--- src/rtl/uart_pkg.sv ---
// Shared UART definitions: transmitter state encoding, frame constants, bit-period helper.
// Optional feature macro: UART_TX_PARITY_EN (adds the PARITY state).
package uart_pkg;

    localparam int UART_DATA_BITS = 8;

    typedef enum logic [2:0] {
        IDLE,
        START,
        DATA,
`ifdef UART_TX_PARITY_EN
        PARITY,
`endif
        STOP
    } tx_state_e;

    function automatic int cycles_per_bit(input int clock_rate, input int baud_rate);
        return clock_rate / baud_rate;
    endfunction

endpackage

--- src/rtl/uart_baud_tick.sv ---
// Bit-period counter: runs 0..CYCLES-1, tick is high on the wrap cycle.
// Synchronous clear re-phases the counter to the start of a frame.
module uart_baud_tick #(
    parameter int CYCLES = 1250
) (
    input  logic clk,
    input  logic rst_n,
    input  logic clr,
    output logic tick
);
    localparam int CW = (CYCLES > 1) ? $clog2(CYCLES) : 1;
    localparam logic [CW-1:0] LAST = CW'(CYCLES - 1);

    logic [CW-1:0] cnt;

    assign tick = (cnt == LAST);

    always_ff @(posedge clk) begin
        if (!rst_n || clr || tick) cnt <= '0;
        else                       cnt <= cnt + 1'b1;
    end

endmodule

--- src/rtl/uart_tx8.sv ---
// 8-bit UART transmitter, LSB first, start/data/[parity]/stop, registered outputs.
// Define UART_TX_PARITY_EN for an 11-bit frame with parity sense PARITY_ODD.
module uart_tx8
    import uart_pkg::*;
#(
    parameter int CLOCK_RATE = 12000000,
    parameter int BAUD_RATE  = 9600,
    parameter int PARITY_ODD = 0
) (
    input  logic       clk,
    input  logic       rstN,
    input  logic       txEn,
    input  logic       txStart,
    input  logic [7:0] txIn,
    output logic       txOut,
    output logic       txBusy,
    output logic       txDone
);
    localparam int CYCLES_PER_BIT = cycles_per_bit(CLOCK_RATE, BAUD_RATE);

    tx_state_e                 state, state_nx;
    logic [UART_DATA_BITS-1:0] shift, shift_nx;
    logic [2:0]                idx, idx_nx;
    logic                      out_nx, busy_nx, done_nx;
    logic                      clr, tick;

`ifdef UART_TX_PARITY_EN
    logic par, par_nx;
`else
    logic unused_parity_odd;
    assign unused_parity_odd = (PARITY_ODD != 0);
`endif

    uart_baud_tick #(.CYCLES(CYCLES_PER_BIT)) u_baud (
        .clk   (clk),
        .rst_n (rstN),
        .clr   (clr),
        .tick  (tick)
    );

    // Outputs are computed one cycle early so they register alongside the state.
    always_comb begin
        state_nx = state;
        shift_nx = shift;
        idx_nx   = idx;
        out_nx   = txOut;
        busy_nx  = txBusy;
        done_nx  = 1'b0;
        clr      = 1'b0;
`ifdef UART_TX_PARITY_EN
        par_nx   = par;
`endif
        case (state)
            IDLE: begin
                out_nx  = 1'b1;
                busy_nx = 1'b0;
                if (txEn && txStart) begin
                    state_nx = START;
                    shift_nx = txIn;
                    idx_nx   = 3'd0;
                    clr      = 1'b1;
                    out_nx   = 1'b0;
                    busy_nx  = 1'b1;
`ifdef UART_TX_PARITY_EN
                    par_nx   = (PARITY_ODD != 0);
`endif
                end
            end
            START: begin
                if (tick) begin
                    state_nx = DATA;
                    out_nx   = shift[0];
                end
            end
            DATA: begin
                if (tick) begin
                    shift_nx = shift >> 1;
                    idx_nx   = idx + 3'd1;
`ifdef UART_TX_PARITY_EN
                    par_nx   = par ^ shift[0];
`endif
                    if (idx == 3'(UART_DATA_BITS - 1)) begin
`ifdef UART_TX_PARITY_EN
                        state_nx = PARITY;
                        out_nx   = par ^ shift[0];
`else
                        state_nx = STOP;
                        out_nx   = 1'b1;
`endif
                    end else begin
                        out_nx = shift[1];
                    end
                end
            end
`ifdef UART_TX_PARITY_EN
            PARITY: begin
                if (tick) begin
                    state_nx = STOP;
                    out_nx   = 1'b1;
                end
            end
`endif
            STOP: begin
                if (tick) begin
                    state_nx = IDLE;
                    out_nx   = 1'b1;
                    busy_nx  = 1'b0;
                    done_nx  = 1'b1;
                end
            end
            default: state_nx = IDLE;
        endcase
    end

    always_ff @(posedge clk) begin
        if (!rstN) begin
            state  <= IDLE;
            shift  <= '0;
            idx    <= '0;
            txOut  <= 1'b1;
            txBusy <= 1'b0;
            txDone <= 1'b0;
`ifdef UART_TX_PARITY_EN
            par    <= 1'b0;
`endif
        end else begin
            state  <= state_nx;
            shift  <= shift_nx;
            idx    <= idx_nx;
            txOut  <= out_nx;
            txBusy <= busy_nx;
            txDone <= done_nx;
`ifdef UART_TX_PARITY_EN
            par    <= par_nx;
`endif
        end
    end

endmodule

--- config.mk ---
export PLATFORM = sky130hd
export DESIGN_NAME = uart_tx8
export DESIGN_NICKNAME = d
export VERILOG_FILES = /design/src/rtl/uart_pkg.sv /design/src/rtl/uart_baud_tick.sv /design/src/rtl/uart_tx8.sv
export SDC_FILE = /design/constraint.sdc
export NUM_CORES = 1
export LEC_CHECK = 0
export BUFFER_PORTS_ARGS = -buffer_cell sky130_fd_sc_hd__buf_2
export CAP_MARGIN = 20
export CORE_UTILIZATION = 45
export CTS_BUF_LIST = sky130_fd_sc_hd__clkbuf_8 sky130_fd_sc_hd__clkbuf_16
export CTS_CLUSTER_DIAMETER = 80
export DETAILED_ROUTE_END_ITERATION = 10
export PLACE_DENSITY = 0.6
export SYNTH_ARGS = -nofsm -noshare
export SYNTH_HDL_FRONTEND = slang
export SYNTH_HIERARCHICAL = 1
export SYNTH_SLANG_ARGS = --single-unit
--- constraint.sdc ---
create_clock -name clk -period 2.8 [get_ports clk]
set_input_delay 0.28 -clock clk [delete_from_list [all_inputs] [get_ports clk]]
set_output_delay 0.28 -clock clk [all_outputs]
set_load 0.03 [all_outputs]
==> results.json, run 1 <==
{
  "clk_pin_slew_worst_paths_ns": 0.09,
  "die_x_um": 57.9,
  "grt_max_degree": 20,
  "fin_skew_ns": 0.00292,
  "drcViolationCount": 3,
  "synthArstFlopShare": 0,
  "fillerInstances": 280,
  "wirelength_mm": 2.76,
  "drv_cap": 0,
  "slowest_delay_ns": 0.70,
  "violations": "DRC",
  "ys_warn_count": 6,
  "rsz0062_at_grt": "no",
  "synth-seq-area-share": 0.384,
  "yosysTopAreaCell": "dfxtp_1",
  "netlist.area_leader.share": 0.384,
  "required_ns": 2.93,
  "drv_slew": 0,
  "finalCriticalPeriod_ns": 2.13,
  "cts-buffers-inserted": 3,
  "hold_viol": 0,
  "track_usage": 0.191,
  "dr.pass1.iters": 7,
  "path_cells": "inv_1, ha_1, mux2i_1, nor2_1, a211oi_1",
  "synthToLayoutAreaGrowth_pct": 8.54,
  "start_util": 0.493,
  "synth.distinct_cells": 36,
  "worstHoldPathType": "in2reg",
  "post_drt_wl_per_cell_um": 14.2,
  "syn-num-nets": 171,
  "cts-root-buf": "clkbuf_8",
  "ys_seq_elements": 27,
  "cts_tree": "yes",
  "setup_tns_ns": 0,
  "multi_input_area_um2": 795,
  "avgSynthCellArea_um2": 9.31,
  "io_pins": 15,
  "critical_path_class": "reg2reg",
  "drt-initial-drc-count": 59,
  "tightest_slew_ns": 0.829,
  "ir_drop_mv": 0.274,
  "synth_common_cells": "27 x dfxtp_1, 18 x a21oi_1, 10 x mux2i_1",
  "drive_above_1_share": 0.153,
  "grt_first_pass_wirelength_mm": 5.01,
  "slew_headroom": 0.447,
  "antenna_found_initial": 0,
  "status": "complete, but fails checks",
  "cp_max_fo": 19,
  "setup_viol_count_final": 0,
  "first_global_vias": 1107,
  "ctsResizeCount": 0,
  "ys.flop_type": "dfxtp_1",
  "cts-hold-fix-buffers": 0,
  "dieArea_um2": 3350,
  "dp_hpwl_mm": 2.02,
  "yosysMostFrequentCell": "dfxtp_1",
  "startpoint_type": "flop",
  "cts_setup_buffers": 0,
  "syn_inst": 151,
  "cts_max_path_buffers": 2,
  "diodes": 0,
  "syn_area_um2": 1410,
  "cp_slowest_cell": "ha_1",
  "nets": 184,
  "clock_latency_ns": 0.26,
  "critPathCaptureType": "flop",
  "vias_per_cell": 5.92,
  "synth_edf_count": 0,
  "min_period_over_period": 0.762,
  "core.rowCount": 19,
  "vias": 1149,
  "grt_overflow": 0,
  "seqCellArea_um2": 541,
  "p_total_mw": 0.892,
  "h-tree-depth": 1,
  "portBuffers": 14,
  "die_y_um": 57.9,
  "core_um2": 2850,
  "cp.arrival_ns": 2.27,
  "p_per_area_nw_per_um2": 585,
  "ant_nets": 0,
  "power_leakage_nw": 0.581,
  "cts.sinks": 27,
  "synthTopCellsByArea": "dfxtp_1 38%, ha_1 7.1%, mux2i_1 7.1%, a21oi_1 6.4%, a211oi_1 4.3%",
  "fmax_ghz": 0.468,
  "globalplace.congestion": 0.813
}
[path summary, 6_finish.rpt]
check,cells past startpoint,start,end,slack [ns]
worst max-delay path,5,state[0]$_SDFFE_PN0P_,shift[3]$_SDFFE_PN0P_,0.67
worst min-delay path,3,txIn[7],shift[7]$_SDFFE_PN0P_,0.28
worst max register to register,5,state[0]$_SDFFE_PN0P_,shift[3]$_SDFFE_PN0P_,0.67
worst min register to register,2,idx[1]$_SDFFE_PN0P_,idx[1]$_SDFFE_PN0P_,0.49
[per-layer routing]
layer,track usage,wire length (µm),vias to the layer above
li1,-,-,587
met1,0.261,1390,543
met2,0.305,1270,17
met3,0.0335,77,2
met4,0.0612,22,0
met5,0,0,-
[logic make-up (layout without fill, tap and decap cells)]
logic type,Yosys count,in the layout,synth area share
adder cells (fa/ha/maj),8,8,0.0712
AND/OR/NAND/NOR,41,41,0.174
buffers and inverters,15,27,0.0507
XOR/XNOR,3,3,0.0187
flip-flops,27,27,0.384
AO/OA/AOI/OAI,46,46,0.222
multiplexers,11,11,0.0792
[registers in the layout, indices dropped and copies added (netlist names)]
name	cells
idx	3
shift	8
state	2
txBusy	1
txDone	1
txOut	1
u_baud/cnt	11
[layout by cell type (no fill, tap or decap), types with 2 or more instances in the layout]
cell type and n:
o21ai_0 9, buf_2 14, xor2_1 2, o31ai_1 3
or4b_4 2, mux2i_1 10, or4_1 2, dfxtp_1 27
nand4_1 3, clkbuf_8 3, and3_1 2, inv_1 9
nor2_1 7, a211oi_1 8, ha_1 8, a21oi_1 18
nand3_1 6, or3_1 4, nand2_1 6, nor3_1 3
[power breakdown]
group | switching [mW] | total (mW) | internal [mW]
registers | 0.0278 | 0.450 | 0.422
logic | 0.132 | 0.229 | 0.0969
clock network | 0.116 | 0.214 | 0.0981
[worst max-delay path, delay by kind of cell, from the launching register on]
family	cells	cell delay, ns
AO/OA/AOI/OAI	1	0.14
adder cells (fa/ha/maj)	1	0.70
buffers and inverters	1	0.09
flip-flops	1	0.35
multiplexers	1	0.28
AND/OR/NAND/NOR	1	0.43
[per-stage QoR]
step                cell area (µm²)  setup WS (ns)  hold slack [ns]  utilization  std cells
floorplan                      1410          0.845            0.426            -        151
global placement               1480          0.760            0.474        0.519        190
detailed placement             1480          0.630            0.479        0.519        190
CTS                            1530          0.638            0.276        0.535        194
global route                   1530          0.464            0.290        0.535        194
finish                         1530          0.665            0.278        0.535        194
[layout make-up]
class | instances | area share
Multi-Input combinational cell | 109 | 0.520
Clock inverter | 1 | 0.00246
Clock buffer | 3 | 0.0270
Tap cell | 31 | 0.0254
Sequential cell | 27 | 0.354
Inverter | 8 | 0.0197
Timing Repair Buffer | 15 | 0.0508
Power figures use the tool's default switching activity.
==> inputs of run 2 (changes only) <==
--- a/config.mk
+++ b/config.mk
@@ -5,13 +5,14 @@
 export SDC_FILE = /design/constraint.sdc
 export NUM_CORES = 1
 export LEC_CHECK = 0
+export ABC_AREA = 1
 export BUFFER_PORTS_ARGS = -buffer_cell sky130_fd_sc_hd__buf_2
 export CAP_MARGIN = 20
 export CORE_UTILIZATION = 45
 export CTS_BUF_LIST = sky130_fd_sc_hd__clkbuf_8 sky130_fd_sc_hd__clkbuf_16
 export CTS_CLUSTER_DIAMETER = 80
 export DETAILED_ROUTE_END_ITERATION = 10
-export PLACE_DENSITY = 0.6
+export PLACE_DENSITY = 0.62
 export SYNTH_ARGS = -nofsm -noshare
 export SYNTH_HDL_FRONTEND = slang
 export SYNTH_HIERARCHICAL = 1
==> constraint.sdc (replaced) <==
create_clock -name clk -period 1.7 [get_ports clk]
set_input_delay 0.17 -clock clk [delete_from_list [all_inputs] [get_ports clk]]
set_output_delay 0.17 -clock clk [all_outputs]
set_load 0.03 [all_outputs]
==> run 2 against run 1 <==
The flow now finishes without violations; cell area up 6.4%; non-clock buffer count up 2; clock power rose by 73%; die area is 2.0% higher; sequential power up 84%; register-to-register slack got worse by 0.49 ns; wire length shrank 3.2%; utilization grew 0.13 points; sequential share of layout area shrank 2.0 points.
==> results.json, run 2 <==
{
  "status": "finished clean",
  "critPathBufInv": 1,
  "rsz0062_at_grt": "yes",
  "finalCriticalPeriod_ns": 1.52,
  "r2r_slack_ns": 0.18,
  "cp_slowest_cell": "o211ai_2",
  "critical_path_class": "reg2reg",
  "post_drt_wl_per_cell_um": 9.97,
  "dp_hpwl_mm": 2.01,
  "clock_latency_ns": 0.27,
  "crit_family": "compound AO/OA/AOI/OAI gates",
  "fmax_ghz": 0.656,
  "wirelength_mm": 2.67,
  "p_per_area_nw_per_um2": 1280,
  "path_depth": 7,
  "globalplace.congestion": 0.810,
  "cts-root-buf": "clkbuf_8",
  "hold_start": "txIn[7]",
  "slew_headroom": 0.692,
  "synth.distinct_cells": 23,
  "vias_per_cell": 4.63,
  "clk_pin_slew_worst_paths_ns": 0.10,
  "tightest_slew_ns": 0.461,
  "setup_ws_ns": 0.176,
  "ant_nets": 0,
  "portBuffers": 14,
  "min_period_over_period": 0.897,
  "required_ns": 1.92,
  "critPathCaptureType": "flop",
  "hold_viol": 0,
  "avgSynthCellArea_um2": 6.94,
  "largest_reg_flops": 11,
  "synth_common_cells": "54 x nand2_1, 40 x nor2_1, 27 x dfxtp_1",
  "drv_cap": 0,
  "final_common_cell": "nand2_1",
  "netlist.area_leader.share": 0.376,
  "drcViolationCount": 0,
  "die_y_um": 58.5,
  "dieArea_um2": 3420,
  "syn-num-nets": 227,
  "crit_start": "u_baud/cnt[1]$_SDFF_PP0_",
  "stdcell_count": 268,
  "hold-worst-slack_ns": 0.197,
  "cts.sinks": 27,
  "nets": 245,
  "grt_first_pass_wirelength_mm": 4.71,
  "vias": 1240,
  "first_global_vias": 1113,
  "drive_above_1_share": 0.170,
  "slowest_delay_ns": 0.41,
  "final_cell_mix": "54 x nand2_1, 39 x nor2_1, 25 x dfxtp_1, 22 x inv_1, 14 x buf_2",
  "synthTopCellsByArea": "dfxtp_1 38%, nand2_1 14%, nor2_1 10%, ha_1 7.0%, inv_1 5.7%",
  "cts-buffers-inserted": 3,
  "worstReg2RegEnd": "shift[7]$_SDFFE_PN0P_",
  "dr.pass1.iters": 4,
  "place_inst": 263,
  "drv_slew": 0,
  "cts-hold-fix-buffers": 0,
  "ys_seq_elements": 27,
  "grt_max_degree": 17,
  "core.rowCount": 20,
  "worstHoldPathType": "in2reg",
  "endpoint": "shift[7]$_SDFFE_PN0P_",
  "yosysMostFrequentCell": "nand2_1",
  "cp_max_fo": 11,
  "start_util": 0.474,
  "track_usage": 0.178,
  "path_cells": "inv_1, ha_1, nand3_2, nor2_4, o211ai_2, nand2_1, a21oi_2",
  "rr_startpoint": "u_baud/cnt[1]$_SDFF_PP0_",
  "startpoint_type": "flop",
  "power_leakage_nw": 0.751,
  "ir_drop_mv": 0.525,
  "io_pins": 15,
  "cts_tree": "yes",
  "dp_slack_ns": 0.0823,
  "setup_viol_count_final": 0,
  "synth_edf_count": 0,
  "core_um2": 3030,
  "grt_overflow": 0,
  "synthArstFlopShare": 0,
  "cts_max_path_buffers": 2,
  "largestRegisters": "u_baud/cnt x11, shift x8, idx x3",
  "synthToLayoutAreaGrowth_pct": 13.1,
  "reg2regPathDepth": 7,
  "syn_area_um2": 1440,
  "cp.arrival_ns": 1.74,
  "ys_warn_count": 6,
  "ys.flop_type": "dfxtp_1",
  "synth-seq-area-share": 0.376,
  "syn_inst": 207,
  "drt-initial-drc-count": 56,
  "fin_skew_ns": 0.00633,
  "antenna_found_initial": 0,
  "largest-register": "u_baud/cnt",
  "yosysTopAreaCell": "dfxtp_1",
  "diodes": 0,
  "h-tree-depth": 1,
  "die_x_um": 58.5
}
-- run 2: metal layers --
metal | vias up | GRT usage | wire [µm]
li1 | 678 | - | -
met1 | 531 | 0.247 | 1450
met2 | 25 | 0.269 | 1080
met3 | 6 | 0.0330 | 95
met4 | 0 | 0.0816 | 47
met5 | - | 0 | 0
-- run 2: kinds of logic (layout without fill, tap and decap cells) --
family / after synthesis / in the layout / synth area share
and+or+nand+nor: 115 / 115 / 0.345
AOI/OAI and AO/OA: 24 / 24 / 0.0993
xor gates and xnor gates: 5 / 5 / 0.0305
DFF: 27 / 27 / 0.376
buffers and inverters: 28 / 45 / 0.0793
adders and majority gates: 8 / 8 / 0.0697
-- run 2: tightest hold or removal path: cells and delay by family --
family                 cells  cell delay, ns
AOI/OAI and AO/OA          1            0.06
buffers and inverters      1            0.10
and+or+nand+nor            1            0.10
-- run 2: through the flow --
stage | TNS [ns] | power [mW] | util | cell area, µm²
2_1_floorplan | 0 | 1.55 | - | 1440
3_3_place_gp | 0 | 1.69 | 0.513 | 1550
3_5_place_dp | 0 | 1.72 | 0.513 | 1550
4_1_cts | 0 | 2.10 | 0.529 | 1600
5_1_grt | -0.0194 | 2.27 | 0.536 | 1620
6_report | 0 | 2.08 | 0.536 | 1620
-- run 2: final cells by class --
| type | count | area, µm² |
|---|---|---|
| well taps | 44 | 55.1 |
| flip-flops and latches | 27 | 543 |
| fillers | 304 | 1400 |
| inverters | 24 | 90.1 |
| multi-input cells | 152 | 795 |
| clock buffers | 3 | 41.3 |
| clock inverters | 1 | 7.51 |
| repair buffers | 17 | 92.6 |
-- run 2: report_power, final --
part           leakage, nW  total (mW)  switching, mW  internal, mW
Sequential           0.222       0.830         0.0732         0.757
Clock               0.0217       0.371          0.204         0.166
Combinational        0.507       0.884          0.575         0.309
Total                0.751        2.08          0.852          1.23
-- run 2: how the worst min path moves through the flow --
| stage | cells past startpoint | slack, ns | endpoint |
|---|---|---|---|
| finish | 3 | 0.20 | shift[7]$_SDFFE_PN0P_ |
| CTS | 3 | 0.18 | shift[7]$_SDFFE_PN0P_ |
| floorplan | 2 | 0.31 | shift[4]$_SDFFE_PN0P_ |
| global placement | 1 | 0.46 | u_baud/cnt[0]$_SDFF_PP0_ |
| detailed placement | 2 | 0.47 | shift[7]$_SDFFE_PN0P_ |
| global route | 3 | 0.20 | shift[7]$_SDFFE_PN0P_ |
-- run 2: repair_timing --
action                                 CTS  global route
buffers inserted                         0             1
endpoints found under the hold margin    0             0
setup endpoints to repair                0            16
resized for setup                        0             5
==> inputs of run 3 (changes only) <==
--- a/config.mk
+++ b/config.mk
@@ -12,7 +12,7 @@
 export CTS_BUF_LIST = sky130_fd_sc_hd__clkbuf_8 sky130_fd_sc_hd__clkbuf_16
 export CTS_CLUSTER_DIAMETER = 80
 export DETAILED_ROUTE_END_ITERATION = 10
-export PLACE_DENSITY = 0.62
+export PLACE_DENSITY = 0.6
 export SYNTH_ARGS = -nofsm -noshare
 export SYNTH_HDL_FRONTEND = slang
 export SYNTH_HIERARCHICAL = 1
==> constraint.sdc (replaced) <==
create_clock -name clk -period 1.48 [get_ports clk]
set_input_delay 0.148 -clock clk [delete_from_list [all_inputs] [get_ports clk]]
set_output_delay 0.148 -clock clk [all_outputs]
set_load 0.03 [all_outputs]
==> run 3 against run 2 <==
Non-clock buffer count grew 15; clock power grew 9.7%; fmax grew 6.0%; utilization grew 7.4 points; wire length grew 13%; largest cell class unchanged; highest routed layer unchanged.
==> results.json, run 3 (same netlist as run 2, synthesis figures left out) <==
{
  "setup_viol_count_final": 0,
  "crit_family": "simple AND/OR/NAND/NOR gates",
  "first_global_vias": 1114,
  "wirelength_mm": 3.02,
  "worstHoldPathType": "in2reg",
  "cts_max_path_buffers": 2,
  "p_per_area_nw_per_um2": 1490,
  "portBuffers": 14,
  "grt_overflow": 0,
  "synthToLayoutAreaGrowth_pct": 28.7,
  "stdcell_count": 284,
  "fin_skew_ns": 0.00187,
  "worstReg2RegEnd": "idx[2]$_SDFFE_PN0P_",
  "grt_max_degree": 15,
  "tightest_slew_ns": 0.282,
  "drive_above_1_share": 0.288,
  "clk_pin_slew_worst_paths_ns": 0.09,
  "finalCriticalPeriod_ns": 1.44,
  "dieArea_um2": 3420,
  "hold_depth": 3,
  "drt-initial-drc-count": 45,
  "fmax_ghz": 0.695,
  "critPathCaptureType": "flop",
  "vias_per_cell": 4.73,
  "drv_slew": 0,
  "cp.arrival_ns": 1.61,
  "hold-worst-slack_ns": 0.160,
  "rr_startpoint": "u_baud/cnt[6]$_SDFF_PP0_",
  "die_x_um": 58.5,
  "path_depth": 9,
  "dp_hpwl_mm": 2.12,
  "required_ns": 1.65,
  "final_common_cell": "nand2_1",
  "status": "finished clean",
  "drv_cap": 0,
  "cts_tree": "yes",
  "grt_first_pass_wirelength_mm": 4.56,
  "rsz0062_at_grt": "yes",
  "vias": 1343,
  "p_total_mw": 2.76,
  "cts.sinks": 27,
  "crit_top_cell": "buf_6",
  "reg2regPathDepth": 9,
  "power_leakage_nw": 0.845,
  "die_y_um": 58.5,
  "antenna_found_initial": 0,
  "placed_area_um2": 1640,
  "hold_viol": 0,
  "track_usage": 0.173,
  "startpoint_type": "flop",
  "largest-register": "u_baud/cnt",
  "r2r_slack_ns": 0.04,
  "core_um2": 3030,
  "globalplace.congestion": 0.794,
  "h-tree-depth": 1,
  "place_inst": 274,
  "cp_slowest_cell": "dfxtp_2",
  "hold_start": "txIn[7]",
  "path_cells": "nand2_1, inv_2, nand3_4, nor2_4, buf_6, o211ai_4, buf_6, a21oi_1, nor2_1",
  "final_cell_mix": "53 x nand2_1, 35 x nor2_1, 23 x dfxtp_1, 21 x inv_1, 16 x buf_4",
  "post_drt_wl_per_cell_um": 10.6,
  "cts-buffers-inserted": 3,
  "cp_max_fo": 5,
  "post-route-cell-area_um2": 1850,
  "nets": 261,
  "start_util": 0.474,
  "ir_drop_mv": 0.691,
  "slowest_delay_ns": 0.35,
  "clock_latency_ns": 0.27,
  "largestRegisters": "u_baud/cnt x11, shift x8, idx x3",
  "io_pins": 15,
  "min_period_over_period": 0.972,
  "worstHoldEndpoint": "shift[7]$_SDFFE_PN0P_",
  "dr.pass1.iters": 5,
  "ant_nets": 0,
  "core.rowCount": 20,
  "diodes": 0,
  "largest_reg_flops": 11,
  "critical_path_class": "reg2reg",
  "cts-root-buf": "clkbuf_8",
  "cts-hold-fix-buffers": 0,
  "slew_headroom": 0.811,
  "drcViolationCount": 0,
  "critPathBufInv": 3
}
## run 3: worst max-delay path by stage
stage                                        start                     to  slack [ns]
after CTS                 u_baud/cnt[1]$_SDFF_PP0_  shift[7]$_SDFFE_PN0P_       -0.01
after global placement    u_baud/cnt[5]$_SDFF_PP0_  state[1]$_SDFFE_PN0P_        0.02
after global routing      u_baud/cnt[1]$_SDFF_PP0_  state[1]$_SDFFE_PN0P_       -0.06
final                     u_baud/cnt[6]$_SDFF_PP0_    idx[2]$_SDFFE_PN0P_        0.04
after detailed placement  u_baud/cnt[6]$_SDFF_PP0_  state[1]$_SDFFE_PN0P_       -0.03
after floorplan           u_baud/cnt[0]$_SDFF_PP0_  state[1]$_SDFFE_PN0P_        0.05
## run 3: worst register-to-register path, cell delays in order, from the launching register on
cell and delay (ns):
dfxtp_2 0.35, nand2_1 0.08, inv_2 0.09, nand3_4 0.09
nor2_4 0.20, buf_6 0.13, o211ai_4 0.09, buf_6 0.15
a21oi_1 0.11, nor2_1 0.05
## run 3: power by group
part           switching (mW)  leakage, nW  total (mW)  internal (mW)
clock                   0.221       0.0269       0.407          0.186
sequential             0.0694        0.223       0.939          0.870
combinational           0.835        0.595        1.41          0.576
## run 3: final cells by class
cell class / count / area, µm²
Sequential cell: 27 / 546
Fill cell: 278 / 1180
Multi-Input combinational cell: 153 / 901
Inverter: 24 / 90.1
Clock inverter: 1 / 3.75
Clock buffer: 3 / 41.3
Tap cell: 44 / 55.1
Timing Repair Buffer: 32 / 213
## run 3: repair_timing
| item | 4_1_cts | 5_1_grt |
|---|---|---|
| gates cloned | 0 | 1 |
| endpoints found under the setup margin | 12 | 25 |
| buffers inserted | 0 | 5 |
| resized for setup | 1 | 31 |
| pin swaps | 0 | 6 |
## run 3: through the flow
step | setup WS, ns | utilization | TNS, ns
6_report | 0.0416 | 0.611 | 0
5_1_grt | -0.0610 | 0.611 | -0.300
4_1_cts | -0.0133 | 0.557 | -0.0133
3_5_place_dp | -0.0250 | 0.540 | -0.0397
3_3_place_gp | 0.0179 | 0.540 | 0
2_1_floorplan | 0.0454 | - | 0
## run 3: layer usage
metal | track usage | up-vias | part of all wire
met3 | 0.0264 | 4 | 0.040
met1 | 0.249 | 598 | 0.51
li1 | - | 710 | -
met4 | 0.0612 | 0 | 0.010
met2 | 0.261 | 31 | 0.44
met5 | 0 | - | 0
